==> config.mk <==
export PLATFORM = sky130hd
export DESIGN_NAME = operand_bypass_unit_flat
export DESIGN_NICKNAME = d
export VERILOG_FILES = /design/src/rtl/operand_bypass_unit_pkg.sv /design/src/rtl/operand_bypass_unit_if.sv /design/src/rtl/operand_bypass_unit_fwd_select.sv /design/src/rtl/operand_bypass_unit.sv /design/src/flat_wrapper.sv
export SDC_FILE = /design/constraint.sdc
export NUM_CORES = 1
export LEC_CHECK = 0
export CELL_PAD_IN_SITES_DETAIL_PLACEMENT = 0
export CELL_PAD_IN_SITES_GLOBAL_PLACEMENT = 1
export CORE_ASPECT_RATIO = 2
export CORE_MARGIN = 4
export CORE_UTILIZATION = 29
export CTS_CLUSTER_SIZE = 30
export DETAILED_ROUTE_END_ITERATION = 8
export GPL_TIMING_DRIVEN = 0
export HOLD_SLACK_MARGIN = 0.15
export PLACE_DENSITY_LB_ADDON = 0.05
export SLEW_MARGIN = 10
export SYNTH_ARGS = -nofsm -noshare
export SYNTH_HDL_FRONTEND = slang
export SYNTH_SLANG_ARGS = --single-unit
==> constraint.sdc <==
create_clock -name clk -period 2.38 [get_ports clk]
set_input_delay 0.357 -clock clk [delete_from_list [all_inputs] [get_ports clk]]
set_output_delay 0.357 -clock clk [all_outputs]
set_load 0.02 [all_outputs]
==> src/rtl/operand_bypass_unit_pkg.sv <==
// Shared encodings and tag-slot layout for the ID-stage operand bypass unit.
// No logic: types, defaults and one tag-match helper.
package operand_bypass_unit_pkg;

    typedef enum logic [1:0] {
        FWD_RF  = 2'd0,
        FWD_EX  = 2'd1,
        FWD_MEM = 2'd2,
        FWD_WB  = 2'd3
    } fwd_sel_e;

    localparam int TAG_RD_W     = 8;
    localparam int LINK_REG_DEF = 31;
    localparam int SYS_RA0_DEF  = 2;
    localparam int SYS_RA1_DEF  = 4;

    // is_load only matters while the producer sits in EX, so it lives beside the EX tag.
    typedef struct packed {
        logic                valid;
        logic                wen;
        logic [TAG_RD_W-1:0] rd;
    } tag_t;

    function automatic logic tag_hit(input tag_t t, input logic [TAG_RD_W-1:0] src);
        return t.valid && t.wen && (t.rd == src) && (src != '0);
    endfunction

endpackage

==> src/rtl/operand_bypass_unit_if.sv <==
// ID/EX operand bus between pipeline control (master) and the bypass unit (slave).
// Pure wiring; latency and backpressure are defined by the bypass unit.
interface operand_bypass_unit_if #(
    parameter int DATA_W  = 32,
    parameter int REG_AW  = 5,
    parameter int NUM_SRC = 2
);
    logic                      id_valid;
    logic [NUM_SRC*REG_AW-1:0] id_src;
    logic [NUM_SRC*DATA_W-1:0] id_rf_data;
    logic                      id_wen;
    logic                      id_is_load;
    logic                      id_link;
    logic                      id_syscall;
    logic [REG_AW-1:0]         id_rd;
    logic [DATA_W-1:0]         ex_data;
    logic [DATA_W-1:0]         mem_data;
    logic [DATA_W-1:0]         wb_data;
    logic                      mem_wait;
    logic                      flush;
    logic [NUM_SRC*DATA_W-1:0] ex_opnd;
    logic [REG_AW-1:0]         ex_rd;
    logic                      ex_valid;
    logic                      stall;
    logic [NUM_SRC*2-1:0]      fwd_sel;
    logic [31:0]               stall_cnt;

    modport master (
        output id_valid, id_src, id_rf_data, id_wen, id_is_load, id_link, id_syscall,
               id_rd, ex_data, mem_data, wb_data, mem_wait, flush,
        input  ex_opnd, ex_rd, ex_valid, stall, fwd_sel, stall_cnt
    );

    modport slave (
        input  id_valid, id_src, id_rf_data, id_wen, id_is_load, id_link, id_syscall,
               id_rd, ex_data, mem_data, wb_data, mem_wait, flush,
        output ex_opnd, ex_rd, ex_valid, stall, fwd_sel, stall_cnt
    );
endinterface

==> src/rtl/operand_bypass_unit_fwd_select.sv <==
// Per-source priority compare (EX > MEM > WB > RF) and operand mux.
// Combinational, zero latency; flags a load-use hit against the EX producer.
module operand_bypass_unit_fwd_select
    import operand_bypass_unit_pkg::*;
#(
    parameter int DATA_W = 32,
    parameter int REG_AW = 5
) (
    input  logic [REG_AW-1:0] src_i,
    input  logic [DATA_W-1:0] rf_dat_i,
    input  logic [DATA_W-1:0] ex_dat_i,
    input  logic [DATA_W-1:0] mem_dat_i,
    input  logic [DATA_W-1:0] wb_dat_i,
    input  tag_t              ex_tag_i,
    input  tag_t              mem_tag_i,
    input  tag_t              wb_tag_i,
    input  logic              ex_is_load_i,
    output logic [1:0]        sel_o,
    output logic [DATA_W-1:0] opnd_o,
    output logic              ld_hit_o
);
    logic [TAG_RD_W-1:0] src_ext;
    logic                hit_ex;
    logic                hit_mem;
    logic                hit_wb;

    assign src_ext = TAG_RD_W'(src_i);
    assign hit_ex  = tag_hit(ex_tag_i, src_ext);
    assign hit_mem = tag_hit(mem_tag_i, src_ext);
    assign hit_wb  = tag_hit(wb_tag_i, src_ext);

    always_comb begin
        sel_o  = FWD_RF;
        opnd_o = rf_dat_i;
        if (hit_ex) begin
            sel_o  = FWD_EX;
            opnd_o = ex_dat_i;
        end else if (hit_mem) begin
            sel_o  = FWD_MEM;
            opnd_o = mem_dat_i;
        end else if (hit_wb) begin
            sel_o  = FWD_WB;
            opnd_o = wb_dat_i;
        end
    end

    assign ld_hit_o = hit_ex && ex_is_load_i;

endmodule

==> src/rtl/operand_bypass_unit.sv <==
// ID-stage operand bypass, load-use hazard detection and ID/EX operand latch.
// Operands registered one edge after issue; mem_wait freezes everything, load-use stalls ID one cycle.
module operand_bypass_unit
    import operand_bypass_unit_pkg::*;
#(
    parameter int DATA_W   = 32,
    parameter int REG_AW   = 5,
    parameter int NUM_SRC  = 2,
    parameter int LINK_REG = LINK_REG_DEF,
    parameter int SYS_RA0  = SYS_RA0_DEF,
    parameter int SYS_RA1  = SYS_RA1_DEF
) (
    input  logic                  clk,
    input  logic                  rst_n,
    operand_bypass_unit_if.slave  bus
);
    tag_t                      ex_q, ex_d, mem_q, mem_d, wb_q, wb_d;
    logic                      ex_ld_q, ex_ld_d;
    logic [NUM_SRC*DATA_W-1:0] opnd_q, opnd_d;
    logic [31:0]               cnt_q, cnt_d;

    logic [NUM_SRC*REG_AW-1:0] eff_src;
    logic [REG_AW-1:0]         eff_rd;
    logic [NUM_SRC*DATA_W-1:0] opnd_sel;
    logic [NUM_SRC*2-1:0]      fwd_sel;
    logic [NUM_SRC-1:0]        ld_hit;
    logic                      lu_stall;
    logic                      kill;

    always_comb begin
        eff_src = bus.id_src;
        if (bus.id_syscall) begin
            eff_src[0 +: REG_AW]      = REG_AW'(SYS_RA0);
            eff_src[REG_AW +: REG_AW] = REG_AW'(SYS_RA1);
        end
    end

    assign eff_rd = bus.id_link ? REG_AW'(LINK_REG) : bus.id_rd;

    for (genvar k = 0; k < NUM_SRC; k++) begin : g_src
        operand_bypass_unit_fwd_select #(
            .DATA_W (DATA_W),
            .REG_AW (REG_AW)
        ) u_fwd_select (
            .src_i        (eff_src[k*REG_AW +: REG_AW]),
            .rf_dat_i     (bus.id_rf_data[k*DATA_W +: DATA_W]),
            .ex_dat_i     (bus.ex_data),
            .mem_dat_i    (bus.mem_data),
            .wb_dat_i     (bus.wb_data),
            .ex_tag_i     (ex_q),
            .mem_tag_i    (mem_q),
            .wb_tag_i     (wb_q),
            .ex_is_load_i (ex_ld_q),
            .sel_o        (fwd_sel[k*2 +: 2]),
            .opnd_o       (opnd_sel[k*DATA_W +: DATA_W]),
            .ld_hit_o     (ld_hit[k])
        );
    end

    assign lu_stall = bus.id_valid && (|ld_hit);
    // Flush and load-use both turn the issue slot into a bubble; stall still reports the hazard.
    assign kill     = lu_stall || bus.flush || !bus.id_valid;

    always_comb begin
        ex_d    = ex_q;
        ex_ld_d = ex_ld_q;
        mem_d   = mem_q;
        wb_d    = wb_q;
        opnd_d  = opnd_q;
        cnt_d   = cnt_q;
        if (!bus.mem_wait) begin
            wb_d  = mem_q;
            mem_d = ex_q;
            if (kill) begin
                ex_d.valid = 1'b0;
                ex_d.wen   = 1'b0;
                ex_ld_d    = 1'b0;
            end else begin
                ex_d    = '{valid: 1'b1, wen: bus.id_wen, rd: TAG_RD_W'(eff_rd)};
                ex_ld_d = bus.id_is_load;
                opnd_d  = opnd_sel;
            end
            if (lu_stall && (cnt_q != 32'hFFFF_FFFF)) begin
                cnt_d = cnt_q + 32'd1;
            end
        end
    end

    always_ff @(posedge clk or negedge rst_n) begin
        if (!rst_n) begin
            ex_q    <= '0;
            ex_ld_q <= 1'b0;
            mem_q   <= '0;
            wb_q    <= '0;
            opnd_q  <= '0;
            cnt_q   <= '0;
        end else begin
            ex_q    <= ex_d;
            ex_ld_q <= ex_ld_d;
            mem_q   <= mem_d;
            wb_q    <= wb_d;
            opnd_q  <= opnd_d;
            cnt_q   <= cnt_d;
        end
    end

    assign bus.ex_opnd   = opnd_q;
    assign bus.ex_rd     = ex_q.rd[REG_AW-1:0];
    assign bus.ex_valid  = ex_q.valid;
    assign bus.stall     = lu_stall || bus.mem_wait;
    assign bus.fwd_sel   = fwd_sel;
    assign bus.stall_cnt = cnt_q;

endmodule

==> src/flat_wrapper.sv <==
// flat-port wrapper written by rule: the top's interface ports become plain ports
module operand_bypass_unit_flat import operand_bypass_unit_pkg::*;
#(
    parameter int DATA_W   = 32,
    parameter int REG_AW   = 5,
    parameter int NUM_SRC  = 2,
    parameter int LINK_REG = LINK_REG_DEF,
    parameter int SYS_RA0  = SYS_RA0_DEF,
    parameter int SYS_RA1  = SYS_RA1_DEF
)
  (clk, rst_n, bus_id_valid, bus_id_src, bus_id_rf_data, bus_id_wen, bus_id_is_load, bus_id_link, bus_id_syscall, bus_id_rd, bus_ex_data, bus_mem_data, bus_wb_data, bus_mem_wait, bus_flush, bus_ex_opnd, bus_ex_rd, bus_ex_valid, bus_stall, bus_fwd_sel, bus_stall_cnt);
  operand_bypass_unit_if #(.DATA_W(DATA_W), .REG_AW(REG_AW), .NUM_SRC(NUM_SRC)) bus_i ();
  input  logic clk;
  input  logic rst_n;
  input wire logic [$bits(bus_i.id_valid)-1:0] bus_id_valid;
  input wire logic [$bits(bus_i.id_src)-1:0] bus_id_src;
  input wire logic [$bits(bus_i.id_rf_data)-1:0] bus_id_rf_data;
  input wire logic [$bits(bus_i.id_wen)-1:0] bus_id_wen;
  input wire logic [$bits(bus_i.id_is_load)-1:0] bus_id_is_load;
  input wire logic [$bits(bus_i.id_link)-1:0] bus_id_link;
  input wire logic [$bits(bus_i.id_syscall)-1:0] bus_id_syscall;
  input wire logic [$bits(bus_i.id_rd)-1:0] bus_id_rd;
  input wire logic [$bits(bus_i.ex_data)-1:0] bus_ex_data;
  input wire logic [$bits(bus_i.mem_data)-1:0] bus_mem_data;
  input wire logic [$bits(bus_i.wb_data)-1:0] bus_wb_data;
  input wire logic [$bits(bus_i.mem_wait)-1:0] bus_mem_wait;
  input wire logic [$bits(bus_i.flush)-1:0] bus_flush;
  output wire logic [$bits(bus_i.ex_opnd)-1:0] bus_ex_opnd;
  output wire logic [$bits(bus_i.ex_rd)-1:0] bus_ex_rd;
  output wire logic [$bits(bus_i.ex_valid)-1:0] bus_ex_valid;
  output wire logic [$bits(bus_i.stall)-1:0] bus_stall;
  output wire logic [$bits(bus_i.fwd_sel)-1:0] bus_fwd_sel;
  output wire logic [$bits(bus_i.stall_cnt)-1:0] bus_stall_cnt;
  assign bus_i.id_valid = bus_id_valid;
  assign bus_i.id_src = bus_id_src;
  assign bus_i.id_rf_data = bus_id_rf_data;
  assign bus_i.id_wen = bus_id_wen;
  assign bus_i.id_is_load = bus_id_is_load;
  assign bus_i.id_link = bus_id_link;
  assign bus_i.id_syscall = bus_id_syscall;
  assign bus_i.id_rd = bus_id_rd;
  assign bus_i.ex_data = bus_ex_data;
  assign bus_i.mem_data = bus_mem_data;
  assign bus_i.wb_data = bus_wb_data;
  assign bus_i.mem_wait = bus_mem_wait;
  assign bus_i.flush = bus_flush;
  assign bus_ex_opnd = bus_i.ex_opnd;
  assign bus_ex_rd = bus_i.ex_rd;
  assign bus_ex_valid = bus_i.ex_valid;
  assign bus_stall = bus_i.stall;
  assign bus_fwd_sel = bus_i.fwd_sel;
  assign bus_stall_cnt = bus_i.stall_cnt;
  operand_bypass_unit #(.DATA_W(DATA_W), .REG_AW(REG_AW), .NUM_SRC(NUM_SRC), .LINK_REG(LINK_REG), .SYS_RA0(SYS_RA0), .SYS_RA1(SYS_RA1)) u_core (.clk(clk), .rst_n(rst_n), .bus(bus_i));
endmodule
==> out/metrics.cfg <==
[power]
ir_drop_uv=311
power.density_mw_per_mm2=538
p_leak_nw=5.47

[floorplan]
die-area_mm2=0.0279
design.portCount=291
core_mm2=0.0246
start_util_pct=29.7
die_x_um=120
rows=81
die-height_um=232

[worst_setup_path]
end_kind=output port
critPathRequiredTime_ps=2020
crit_arrival_ps=2480
r2r-end=u_core.bus.ex_opnd[30]$_DFFE_PN0P_
critPathMaxFanout=5
startpoint_type=flop
ff2ff_path_depth=15
r2r-start=u_core.bus.ex_rd[0]$_DFFE_PN0P_
critical_path_class=reg -> out
ff2ff_setup_slack_ps=-450

[cells_and_area]
final_util_pct=54.9
postLayoutCellArea_mm2=0.0135
area_growth_pct=85.2
fin_nets=1443
drive_gt1_share_pct=26.0
fillCellCount=2336

[detailed_routing]
drt-total-wl_um=38700
ant_nets=0
met2_length_um=21400
dr_wl_met3_um=2370
drt-pass1-iter-count=5
drcViolationCount=0
topRoutingLayerUsed=met5
avgRoutedWirePerCell_um=24.1
drt_iter0_drc=505
vias_per_cell=5.38
vias=8657
wl_met1_um=13100

[clock_tree]
cts_buffers=17
cts-root-buf=clkbuf_16
clock_sinks=118
clkLatencyLatePin_ps=450
cts_htree_levels=4
cts.path.max_buffers=2
cts_tree=done
clk_pin_slew_ps=60

[synthesis]
yosysTopAreaCellShare_pct=40.4
yosysTopAreaCell=dfrtp_1
synthFlopType=dfrtp_1
synth_edf_count=0
yosysSeqAreaShare_pct=40.4
synth_area_leaders=dfrtp_1 (40%), nand2_1 (6.4%), nor2_1 (5.3%), a311o_1 (4.4%), a211oi_1 (3.6%)
ys_types=58
synthCells=870
syn_area_per_cell_um2=8.40
synth-seq-cells=118
yosys_warnings=0
synthArstFlopShare_pct=100
syn-num-nets=1055
syn_area_mm2=0.00731

[global_route]
track_usage_pct=26.8
antenna_found_initial=7
gr-total-overflow=0
grt_max_degree=70
first_global_vias=9309
grt_pass1_wl_um=56000

[sta]
fin_crit_ps=2840
post-route-period-util_pct=119
finalMaxSlewViolations=0
timing.hold.ws_ps=406
setup_viol=109
skew_ps=6.72
worstMarginPinSlew_ps=771
hold_violations=0
finalWorstSetupSlack_ps=-459
fmax_ghz=0.352
rsz0062_at_grt=true
slew-limit-headroom_pct=48.6

[placed_design]
gp_congestion=0.861
post-place-ws_ps=-1660
post-dp-hpwl_um=27600
io_buffer_count=288
dpl_cell_area_mm2=0.0106

[min_path]
worstHoldPathType=in -> reg
hold_depth=2
min_to=u_core.mem_q[9]$_DFFE_PN0N_
hp-start=bus_mem_wait

[run]
cap_violations=0

[run_status]
status=finished, violations left
violations=setup timing

[per-layer routing]
metal  vias to the layer above  track usage [%]
li1                       3912                -
met1                      4267             27.3
met2                       377             50.9
met3                        99             6.35
met4                         2             12.3
met5                         -                0
[critical path: stages (launching register included)]
cell       delay (ps)
dfrtp_2           430
or2_1             210
a222oi_1          250
a21oi_2            90
nor4_4            310
buf_6             150
o21a_1            120
buf_6             110
clkbuf_16         120
a21o_1            130
buf_6             120
[stage by stage]
step	total power, mW	setup TNS, ps	std cells
global route	7.54	-40370	1608
detailed placement	4.24	-120300	1491
finish	7.28	-27390	1609
floorplan	3.18	-49.2	870
CTS	7.07	-18760	1580
global placement	4.23	-621890	1490
[timing repair]
| item | in CTS | in global routing |
|---|---|---|
| hold buffers | 1 | 0 |
| endpoints found under the hold margin | 68 | 0 |
| pin swaps | 30 | 23 |
| gates cloned | 6 | 4 |
| endpoints found under the setup margin | 109 | 108 |
| gates resized for setup | 260 | 118 |
| buffers inserted | 54 | 23 |
[cells in the final DEF, fill, tap and decap left out, drive strengths merged, types with 7 or more instances in the layout]
cell	Yosys	layout
clkbuf	47	60
o21ai	41	41
and2	22	22
mux2	20	20
a31oi	37	37
nor3	47	47
nand3	14	14
dfrtp	118	118
xnor2	19	19
a211oi	35	35
buf	27	117
o41ai	20	20
nor2b	7	7
inv	25	32
a21oi	38	38
a311o	32	32
nor2	105	105
xor2	20	20
nand2	125	126
clkdlybuf4s50	0	274
mux2i	12	12
[sequential cells by signal, summed over array words and instances (netlist names)]
signal                cells
u_core.ex_q               1
u_core.bus.ex_opnd       64
u_core.ex_ld_q            1
u_core.wb_q               7
u_core.bus.ex_valid       1
u_core.bus.ex_rd          5
u_core.bus.stall_cnt     32
u_core.mem_q              7
[logic make-up after synthesis]
kind of cell / after synthesis / share of synthesized area, %
AO/OA/AOI/OAI: 230 / 22.3
buffers and inverters: 99 / 5.84
multiplexers: 32 / 4.73
flip-flops: 118 / 40.4
adder cells (fa/ha/maj): 1 / 0.171
XOR/XNOR: 39 / 4.68
AND/OR/NAND/NOR: 351 / 21.9
[final cells by class]
cell class	count	area [um2]	area share, %
Inverter	25	93.8	0.694
Clock buffer	17	425	3.14
Clock inverter	15	145	1.07
Multi-Input combinational cell	654	5000	37.0
Tap cell	332	415	3.07
Antenna cell	6	15.0	0.111
Buffer	68	619	4.58
Sequential cell	118	2970	21.9
Timing Repair Buffer	374	3850	28.4
[power breakdown]
part           internal [mW]  total, mW  switching (mW)
logic                   1.19       2.20            1.01
registers               2.26       2.50           0.240
clock network           1.46       2.58            1.12
[worst max-delay path by stage]
stage / to / from / cells past startpoint
3_5_place_dp: bus_stall / bus_id_src[5] / 10
2_1_floorplan: bus_stall / u_core.bus.ex_rd[0]$_DFFE_PN0P_ / 8
3_3_place_gp: u_core.bus.stall_cnt[26]$_DFFE_PN0P_ / rst_n / 1
5_1_grt: bus_stall / u_core.bus.ex_rd[0]$_DFFE_PN0P_ / 10
4_1_cts: bus_stall / u_core.bus.ex_rd[0]$_DFFE_PN0P_ / 10
6_report: bus_stall / u_core.bus.ex_rd[0]$_DFFE_PN0P_ / 10
[Yosys cell counts (2+ instances only)]
library cell	count
nand2_1	124
dfrtp_1	118
nor2_1	104
clkbuf_1	47
nor3_1	47
o21ai_0	40
a21oi_1	38
a31oi_1	37
a211oi_1	35
a311o_1	32
inv_1	25
and2_1	22
o41ai_1	20
xor2_1	20
xnor2_1	19
buf_2	17
mux2_2	17
nand3_1	14
mux2i_1	12
buf_4	7
nor2b_1	7
o22ai_1	5
and3_1	4
nand2b_1	4
nand4_1	4
a221oi_1	3
mux2_1	3
nor4bb_1	3
or2_2	3
a21o_1	2
a222oi_1	2
a22o_1	2
and4_1	2
buf_1	2
nor4_1	2
nor4b_1	2
o2111ai_1	2
o2111ai_2	2
o32ai_1	2
Power figures use the tool's default switching activity.
